**config.mk**
```make
export PLATFORM = sky130hd
export DESIGN_NAME = ctpuf_challenge_ctrl
export DESIGN_NICKNAME = d
export VERILOG_FILES = /design/src/rtl/ctpuf_pkg.sv /design/src/rtl/ctpuf_popcount.sv /design/src/rtl/ctpuf_challenge_ctrl.sv
export SDC_FILE = /design/constraint.sdc
export NUM_CORES = 1
export LEC_CHECK = 0
export CAP_MARGIN = 10
export CORE_MARGIN = 1
export CORE_UTILIZATION = 53
export DETAILED_ROUTE_END_ITERATION = 10
export PLACE_DENSITY = 0.82
export SLEW_MARGIN = 15
export SYNTH_ARGS = -nofsm -noshare
export SYNTH_HDL_FRONTEND = slang
export SYNTH_SLANG_ARGS = --single-unit
```
**constraint.sdc**
```tcl
create_clock -name clk -period 4 [get_ports clk]
set_input_delay 1 -clock clk [delete_from_list [all_inputs] [get_ports clk]]
set_output_delay 1 -clock clk [all_outputs]
set_load 0.01 [all_outputs]
```
**src/rtl/ctpuf_pkg.sv**
```systemverilog
// Shared definitions for the CT-PUF challenge/response controller:
// FSM state encoding, default geometry and width helpers.
package ctpuf_pkg;

   localparam int CH_W_DEF   = 16;
   localparam int RSP_W_DEF  = 8;
   localparam int SETTLE_DEF = 4;

   typedef logic [2:0] state_t;

   localparam logic [2:0] ST_IDLE   = 3'd0;
   localparam logic [2:0] ST_SEND   = 3'd1;
   localparam logic [2:0] ST_SETTLE = 3'd2;
   localparam logic [2:0] ST_SAMPLE = 3'd3;
   localparam logic [2:0] ST_CMP    = 3'd4;
   localparam logic [2:0] ST_DONE   = 3'd5;

   function automatic int hd_width(input int rsp_w);
      return $clog2(rsp_w + 1);
   endfunction

   // One counter is shared by SEND, SETTLE and SAMPLE, so it must hold the largest phase length.
   function automatic int cnt_width(input int a, input int b, input int c);
      int m;
      m = a;
      if (b > m) m = b;
      if (c > m) m = c;
      return $clog2(m + 1);
   endfunction

endpackage

```
**src/rtl/ctpuf_popcount.sv**
```systemverilog
// Combinational Hamming-weight counter used to score response against expected.
module ctpuf_popcount
   import ctpuf_pkg::*;
#(
   parameter int W  = 8,
   parameter int CW = hd_width(W)
) (
   input  logic [W-1:0]  vec_i,
   output logic [CW-1:0] count_o
);

   always_comb begin
      count_o = '0;
      for (int i = 0; i < W; i++) begin
         count_o = count_o + CW'(vec_i[i]);
      end
   end

endmodule

```
**src/rtl/ctpuf_challenge_ctrl.sv**
```systemverilog
// Challenge/response controller: shifts a challenge out on puf_t MSB first, waits a settle
// interval, shifts the PUF response in from puf_out and grades it by Hamming distance.
module ctpuf_challenge_ctrl
   import ctpuf_pkg::*;
#(
   parameter int CH_W   = CH_W_DEF,
   parameter int RSP_W  = RSP_W_DEF,
   parameter int SETTLE = SETTLE_DEF,
   parameter int HD_W   = hd_width(RSP_W)
) (
   input  logic             clk,
   input  logic             reset,
   input  logic             start,
   input  logic [CH_W-1:0]  challenge,
   input  logic [RSP_W-1:0] expected,
   input  logic [HD_W-1:0]  threshold,
   output logic             puf_t,
   input  logic             puf_out,
   output logic             busy,
   output logic             done,
   output logic             pass,
   output logic [RSP_W-1:0] response,
   output logic [HD_W-1:0]  hd
);

   localparam int CNT_W = cnt_width(CH_W, SETTLE, RSP_W);
   localparam logic [CNT_W-1:0] SEND_LAST   = CNT_W'(CH_W - 1);
   localparam logic [CNT_W-1:0] SETTLE_LAST = CNT_W'((SETTLE > 0) ? SETTLE - 1 : 0);
   localparam logic [CNT_W-1:0] SAMPLE_LAST = CNT_W'(RSP_W - 1);
   localparam logic [CNT_W-1:0] CNT_ONE     = CNT_W'(1);

   state_t           state_q, state_d;
   logic [CNT_W-1:0] cnt_q, cnt_d;
   logic [CH_W-1:0]  chal_q, chal_d;
   logic [RSP_W-1:0] exp_q, exp_d;
   logic [HD_W-1:0]  thr_q, thr_d;
   logic [RSP_W-1:0] shift_q, shift_d;
   logic [RSP_W-1:0] resp_q, resp_d;
   logic [HD_W-1:0]  hd_q, hd_d;
   logic             pass_q, pass_d;
   logic             puf_t_q, puf_t_d;
   logic             busy_q, busy_d;
   logic             done_q, done_d;
   logic [HD_W-1:0]  pc;

   ctpuf_popcount #(.W(RSP_W), .CW(HD_W)) u_popcount (
      .vec_i   (shift_q ^ exp_q),
      .count_o (pc)
   );

   always_comb begin
      state_d = state_q;
      cnt_d   = cnt_q;
      chal_d  = chal_q;
      exp_d   = exp_q;
      thr_d   = thr_q;
      shift_d = shift_q;
      resp_d  = resp_q;
      hd_d    = hd_q;
      pass_d  = pass_q;
      puf_t_d = 1'b0;
      busy_d  = busy_q;
      done_d  = 1'b0;
      case (state_q)
         ST_IDLE: begin
            // The MSB goes out in the very first SEND cycle, so it is taken straight from the input.
            if (start) begin
               chal_d  = challenge << 1;
               exp_d   = expected;
               thr_d   = threshold;
               puf_t_d = challenge[CH_W-1];
               cnt_d   = '0;
               busy_d  = 1'b1;
               state_d = ST_SEND;
            end
         end
         ST_SEND: begin
            if (cnt_q == SEND_LAST) begin
               cnt_d   = '0;
               state_d = (SETTLE > 0) ? ST_SETTLE : ST_SAMPLE;
            end else begin
               puf_t_d = chal_q[CH_W-1];
               chal_d  = chal_q << 1;
               cnt_d   = cnt_q + CNT_ONE;
            end
         end
         ST_SETTLE: begin
            if (cnt_q == SETTLE_LAST) begin
               cnt_d   = '0;
               state_d = ST_SAMPLE;
            end else begin
               cnt_d = cnt_q + CNT_ONE;
            end
         end
         ST_SAMPLE: begin
            // LSB-in: the first sampled bit reaches the MSB after RSP_W shifts.
            shift_d = (shift_q << 1) | RSP_W'(puf_out);
            if (cnt_q == SAMPLE_LAST) begin
               cnt_d   = '0;
               state_d = ST_CMP;
            end else begin
               cnt_d = cnt_q + CNT_ONE;
            end
         end
         ST_CMP: begin
            resp_d  = shift_q;
            hd_d    = pc;
            pass_d  = (pc <= thr_q);
            done_d  = 1'b1;
            state_d = ST_DONE;
         end
         ST_DONE: begin
            busy_d  = 1'b0;
            state_d = ST_IDLE;
         end
         default: begin
            busy_d  = 1'b0;
            state_d = ST_IDLE;
         end
      endcase
   end

   always_ff @(posedge clk or negedge reset) begin
      if (!reset) begin
         state_q <= ST_IDLE;
         cnt_q   <= '0;
         chal_q  <= '0;
         exp_q   <= '0;
         thr_q   <= '0;
         shift_q <= '0;
         resp_q  <= '0;
         hd_q    <= '0;
         pass_q  <= 1'b0;
         puf_t_q <= 1'b0;
         busy_q  <= 1'b0;
         done_q  <= 1'b0;
      end else begin
         state_q <= state_d;
         cnt_q   <= cnt_d;
         chal_q  <= chal_d;
         exp_q   <= exp_d;
         thr_q   <= thr_d;
         shift_q <= shift_d;
         resp_q  <= resp_d;
         hd_q    <= hd_d;
         pass_q  <= pass_d;
         puf_t_q <= puf_t_d;
         busy_q  <= busy_d;
         done_q  <= done_d;
      end
   end

   assign puf_t    = puf_t_q;
   assign busy     = busy_q;
   assign done     = done_q;
   assign pass     = pass_q;
   assign response = resp_q;
   assign hd       = hd_q;

endmodule

```
---- Yosys cells after proc, flatten, opt, wreduce, memory -nomap -nowiden ----
Cells that the tools add are included.
cells by class
  reduce and logical (&&, ||, !) cells .... 9
  muxes and demuxes ....................... 19
  eq/ne operators ......................... 12
  add/sub/neg operators ................... 8
  divide/modulo/power cells ............... 0
  shifts and indexed selects .............. 0
  $mul .................................... 0
  bitwise logic cells ..................... 3
  magnitude comparators ................... 1
operators by type and width
  cell                 count
  $mux 16              2
  $pmux 16 s2          1
  $add 4x1->4          6
  $mux 5               4
  $pmux 5 s4           1
  $pmux 3 s5           1
  $mux 3               4
  $ne 2x2->1 const B   5
  $or 8x1->8           1
  $xor 8x8->8          1
  $eq 3x2->1 const B   2
  $reduce_and 2->1     3
  $add 5x1->5 const B  1
  $eq 5x2->1 const B   1
  $eq 5x3->1 const B   1
  $eq 5x4->1 const B   1
  $le 4x4->1           1
  $mux 1               4
  $pmux 1 s2           2
  $reduce_and 4->1     1
  $reduce_bool 4->1    1
  $reduce_or 4->1      1
  $eq 3x1->1 const B   1
  $eq 3x3->1 const B   1
  other kinds (5)      5
word-level totals
  bits in read-only memories .............. 0
  input bits .............................. 32
  memories ................................ 0
  flip-flop bits (word level) ............. 60
  bits in latches ......................... 0
  word-level logic and storage cells ...... 64
  memory bits (writable) .................. 0

---- Longest topological paths before layout ----
  word-level depth ........................ 9
  gate-level depth with buffers ........... 14
  mapped depth without buffers ............ 14

---- Hierarchy ----
From an unflattened synthesis, not the netlist that was laid out.
second synthesis, totals
  cell total of the unflattened synthesis .. 257
  area total of the unflattened synthesis .. 2980.4 um^2
by module, submodules not included
  module                area each (um^2)  times used  cells an instance
  ctpuf_challenge_ctrl  2790.2            1           233
  ctpuf_popcount        190.2             1           24

---- Least setup slack after synthesis ----
Ideal clock, no wire load.
  path kind ............................... flip-flop to flip-flop
  from .................................... register shift_q[1]
  to ...................................... register pass_q, in the netlist pass
  cell stages (with the launch flop) ...... 15
  buffers on the path ..................... 0
  path slack .............................. 485 ps
  period minus slack after synthesis ...... 3515 ps
  arrival time ............................ 3436 ps
  cells stage by stage .................... dfrtp_1 xor2_1 ha_1 inv_1 fa_1 fa_1 inv_1 fa_1 inv_1 fa_1 inv_1 ha_1 a21oi_1 o21ai_0 a2bb2oi_1
on the way
  longest elaborated chain between the ends .. 9
ends and longest elaborated chain
  item                       RTL line                     source
  start: declaration         ctpuf_challenge_ctrl.sv:37   logic [RSP_W-1:0] shift_q, shift_d;
  start signal: assignment   ctpuf_challenge_ctrl.sv:143  shift_q <= shift_d;
  $xor 8x8->8                ctpuf_challenge_ctrl.sv:47   .vec_i (shift_q ^ exp_q),
  $add 1x1->2                ctpuf_popcount.sv:15         count_o = count_o + CW'(vec_i[i]);
  $add 4x1->4 (6 in series)  ctpuf_popcount.sv:15
  via pc[1]                  ctpuf_challenge_ctrl.sv:44   logic [HD_W-1:0] pc;
  $le 4x4->1                 ctpuf_challenge_ctrl.sv:108  pass_d = (pc <= thr_q);
  end signal: assignment     ctpuf_challenge_ctrl.sv:146  pass_q <= pass_d;
  end: declaration           ctpuf_challenge_ctrl.sv:40   logic pass_q, pass_d;
The timed path passes the listed nets, and every way through them passes these cells.
A chain may end at the register's enable or synchronous reset.

---- Worst setup path after layout ----
  from .................................... register shift_q[0]
  to ...................................... register pass_q, in the netlist pass
Same word-level chain as after synthesis.

==> key figures <==
Outcome
  • Result of the run: complete, no violations

Final layout
  • ANT cells: 0
  • Summed area of non-filler cells in the final layout: 3520 sq um
  • Share of post-route cells with drive strength above 1: 16.7%
  • Area of the multi-input gates: 1250 sq um
  • # nets final: 342
  • Most common cell after layout, fill and taps aside: sky130_fd_sc_hd__dfrtp_1
  • Top library cells by usage in the layout, fill and taps aside: sky130_fd_sc_hd__dfrtp_1 (59), sky130_fd_sc_hd__clkdlybuf4s50_1 (46), sky130_fd_sc_hd__o21ai_0 (27), sky130_fd_sc_hd__mux2_2 (27), sky130_fd_sc_hd__nand2_1 (26)
  • Fillers: 382
  • Sequential cell area: 1480 sq um
  • Area grow syn2layout: 22.6%

Die
  • Horiz. Die Dim: 75.6 um
  • DIE HEIGHT: 75.6 um
  • Number of top-level pins: 48
  • Initial standard-cell utilization of the core: 55.6%
  • Count of standard-cell rows: 26
  • Floorplan die area: 5720 sq um
  • Core Footprint: 5170 sq um

CTS
  • Max clock buf depth: 2
  • Number of sinks handled by clock tree synthesis: 59
  • TritonCTS clock tree: built
  • Post-CTS Hold Fix Bufs: 0
  • Cell chosen for the clock root: sky130_fd_sc_hd__clkbuf_8
  • Clock latency of the later-clocked register in the worst-skew pair: 0.33 ns
  • Clock slew at reported path FFs: 0.06 ns
  • H-tree levels: 3
  • Number of buffers added by the clock tree synthesis step: 9
  • Number of buffers inserted by post-CTS setup repair: 0

Yosys
  • Synthesized area divided by synthesized cell count: 11.6 sq um
  • Post-synthesis register bit count: 59
  • Cell count after synthesis: 248
  • Syn_nets: 294
  • Count of different cell masters after synthesis: 37
  • Mapped Area: 2870 sq um
  • Yosys Warn Count: 0
  • Sequential fraction of the synthesis area: 51.4%

GRT
  • Vias in the first global route: 1913
  • Tot GR Track Use: 21.4%
  • Total global routing overflow: 0
  • Initial antenna violation count: 0
  • Global-route wire length before repair: 8810 um
  • Pin count of the biggest net entering global routing: 43

Detailed routing
  • Final antenna-violating net count: 0
  • Detailed-route wire length: 5280 um
  • Number of violations reported at the end of detailed-routing iteration 0: 59
  • Post-detailed-route wirelength per cell: 14.3 um
  • Post-detailed-route via-to-cell ratio: 5.21
  • Number of optimization iterations in the first detailed-route pass: 4
  • Number of remaining DRC errors: 0
  • Detailed-route via count: 1921

Run
  • Max-cap violations: 0

Timing
  • Max-slew violations: 0
  • Final hold violation count: 0
  • Max-slew headroom at the worst pin: 38.9%
  • Largest clock skew in the final design: 0.00768 ns
  • Setup repair after global routing missed its margin: no
  • Final period utilization: 93.2%
  • Clock period minus worst slack: 3.73 ns
  • Final sum of negative setup slack: 0 ns
  • Top achievable clock speed: 268 MHz
  • Actual slew at the worst max-slew pin: 0.917 ns
  • Final setup violation count: 0

Worst setup path
  • Stage delay of the slowest cell on the critical path: 0.54 ns
  • Slowest cell on the critical path: sky130_fd_sc_hd__fa_1
  • Category of the most critical setup path: reg2reg
  • R2R Setup Slk: 0.27 ns
  • Highest fanout seen on the critical path: 4
  • Critical path data required time: 4.25 ns
  • RR Startpoint: shift_q[0]
  • Worst path cell trace: xor2_1 > ha_1 > inv_1 > fa_1 > fa_1 > inv_1 > fa_1 > inv_1 > fa_1 > inv_1 > ha_1 > a21oi_2 > o21ai_0 > a2bb2oi_1
  • Sort of element at the end of the critical path: flop
  • Critical Path Source Type: flop
  • Register-to-Register Path Depth: 14
  • Crit path arrival time: 3.98 ns
  • Worst R2R End: pass

Hold path
  • Min-Delay Endpoint: chal_q[1]
  • Count of cells along the worst hold path: 2
  • Class of the most critical hold timing path: reg2reg
  • Min-delay src: chal_q[1]

Place
  • Detailed Place HPWL: 3680 um
  • Placed standard-cell area: 3350 sq um
  • Final weighted congestion of routability-driven global placement: 0.828
  • # port buffers: 47
## routing by layer
layer	GRT usage, %	wire, um
met1	27.9	2460
met3	8.33	249
met4	7.41	43
met5	0	0
met2	32.8	2520
## worst max path at each step
stage                           from  slack [ns]    to
after floorplan           shift_q[1]        0.48  pass
final                     shift_q[0]        0.27  pass
after global placement    shift_q[1]        0.41  pass
after detailed placement  shift_q[0]        0.24  pass
after global routing      shift_q[1]        0.01  pass
after CTS                 shift_q[0]        0.23  pass
## final cells by class
| class | count | share of cell area, % |
|---|---|---|
| sequential | 59 | 41.9 |
| multi-input combinational | 160 | 35.5 |
| timing repair buffer | 49 | 13.6 |
| clock buffer | 11 | 4.30 |
| tap | 70 | 2.48 |
| inverter | 17 | 1.81 |
| clock inverter | 3 | 0.426 |
## registers in the layout, summed over array words and instances, names as in the netlist
signal / flops
state_q: 3
response: 8
done: 1
busy: 1
thr_q: 4
pass: 1
cnt_q: 5
hd: 4
puf_t: 1
exp_q: 8
chal_q: 15
shift_q: 8
## worst max-delay path: cells and delay by family, from the launching register on
kind / cells / cell delay, ns
adders and majority gates: 6 / 2.43
DFF: 1 / 0.42
AOI/OAI and AO/OA: 3 / 0.41
buffers and inverters: 4 / 0.25
xor gates and xnor gates: 1 / 0.17
## cells in the mapped netlist (all sizes together)
cell     number  share of area, %
and2          2              0.44
a221o         1              0.35
a21o          2              0.52
a21oi         6               1.0
nor2          6              0.96
a2bb2oi       2              0.61
dfrtp        59                51
fa            4               2.8
nand2b        1              0.22
ha           10               4.4
xor2          5               1.5
o21ai        28               4.9
clkbuf        4              0.57
mux2         27                11
nor3          2              0.35
and3          2              0.44
o21bai        1              0.26
nor2b         3              0.65
buf           8               2.5
nor4b         2              0.61
nand3         4              0.87
xnor2         6               1.8
a311oi        1              0.30
nand2        27               3.6
o31ai         1              0.44
mux2i        14               4.9
a41oi         1              0.30
inv          17               2.2
o211ai        1              0.26
o221ai        1              0.30
## what timing repair did
item	4_1_cts	5_1_grt
endpoints found under the setup margin	0	1
hold endpoints to repair	0	0
gates resized for setup	0	1
## metrics by stage
step	std cells	util, %	hold slack (ns)	worst slack [ns]
6_report	369	68.1	0.482	0.270
5_1_grt	369	68.1	0.502	0.0135
4_1_cts	369	68.1	0.487	0.232
3_5_place_dp	355	64.9	0.473	0.240
3_3_place_gp	355	64.9	0.462	0.415
2_1_floorplan	248	-	0.450	0.485
## kinds of logic after synthesis
logic type | count (synthesis) | synth area share [%]
muxes | 41 | 15.5
DFF | 59 | 51.4
and+or+nand+nor | 49 | 8.14
AOI/OAI and AO/OA | 45 | 9.27
buffers and inverters | 29 | 5.27
adders and majority gates | 14 | 7.14
xor gates and xnor gates | 11 | 3.35
Power is left out: the tool's default activity adds up to more than one toggle a clock period on the data nets, which glitch-free logic cannot reach.
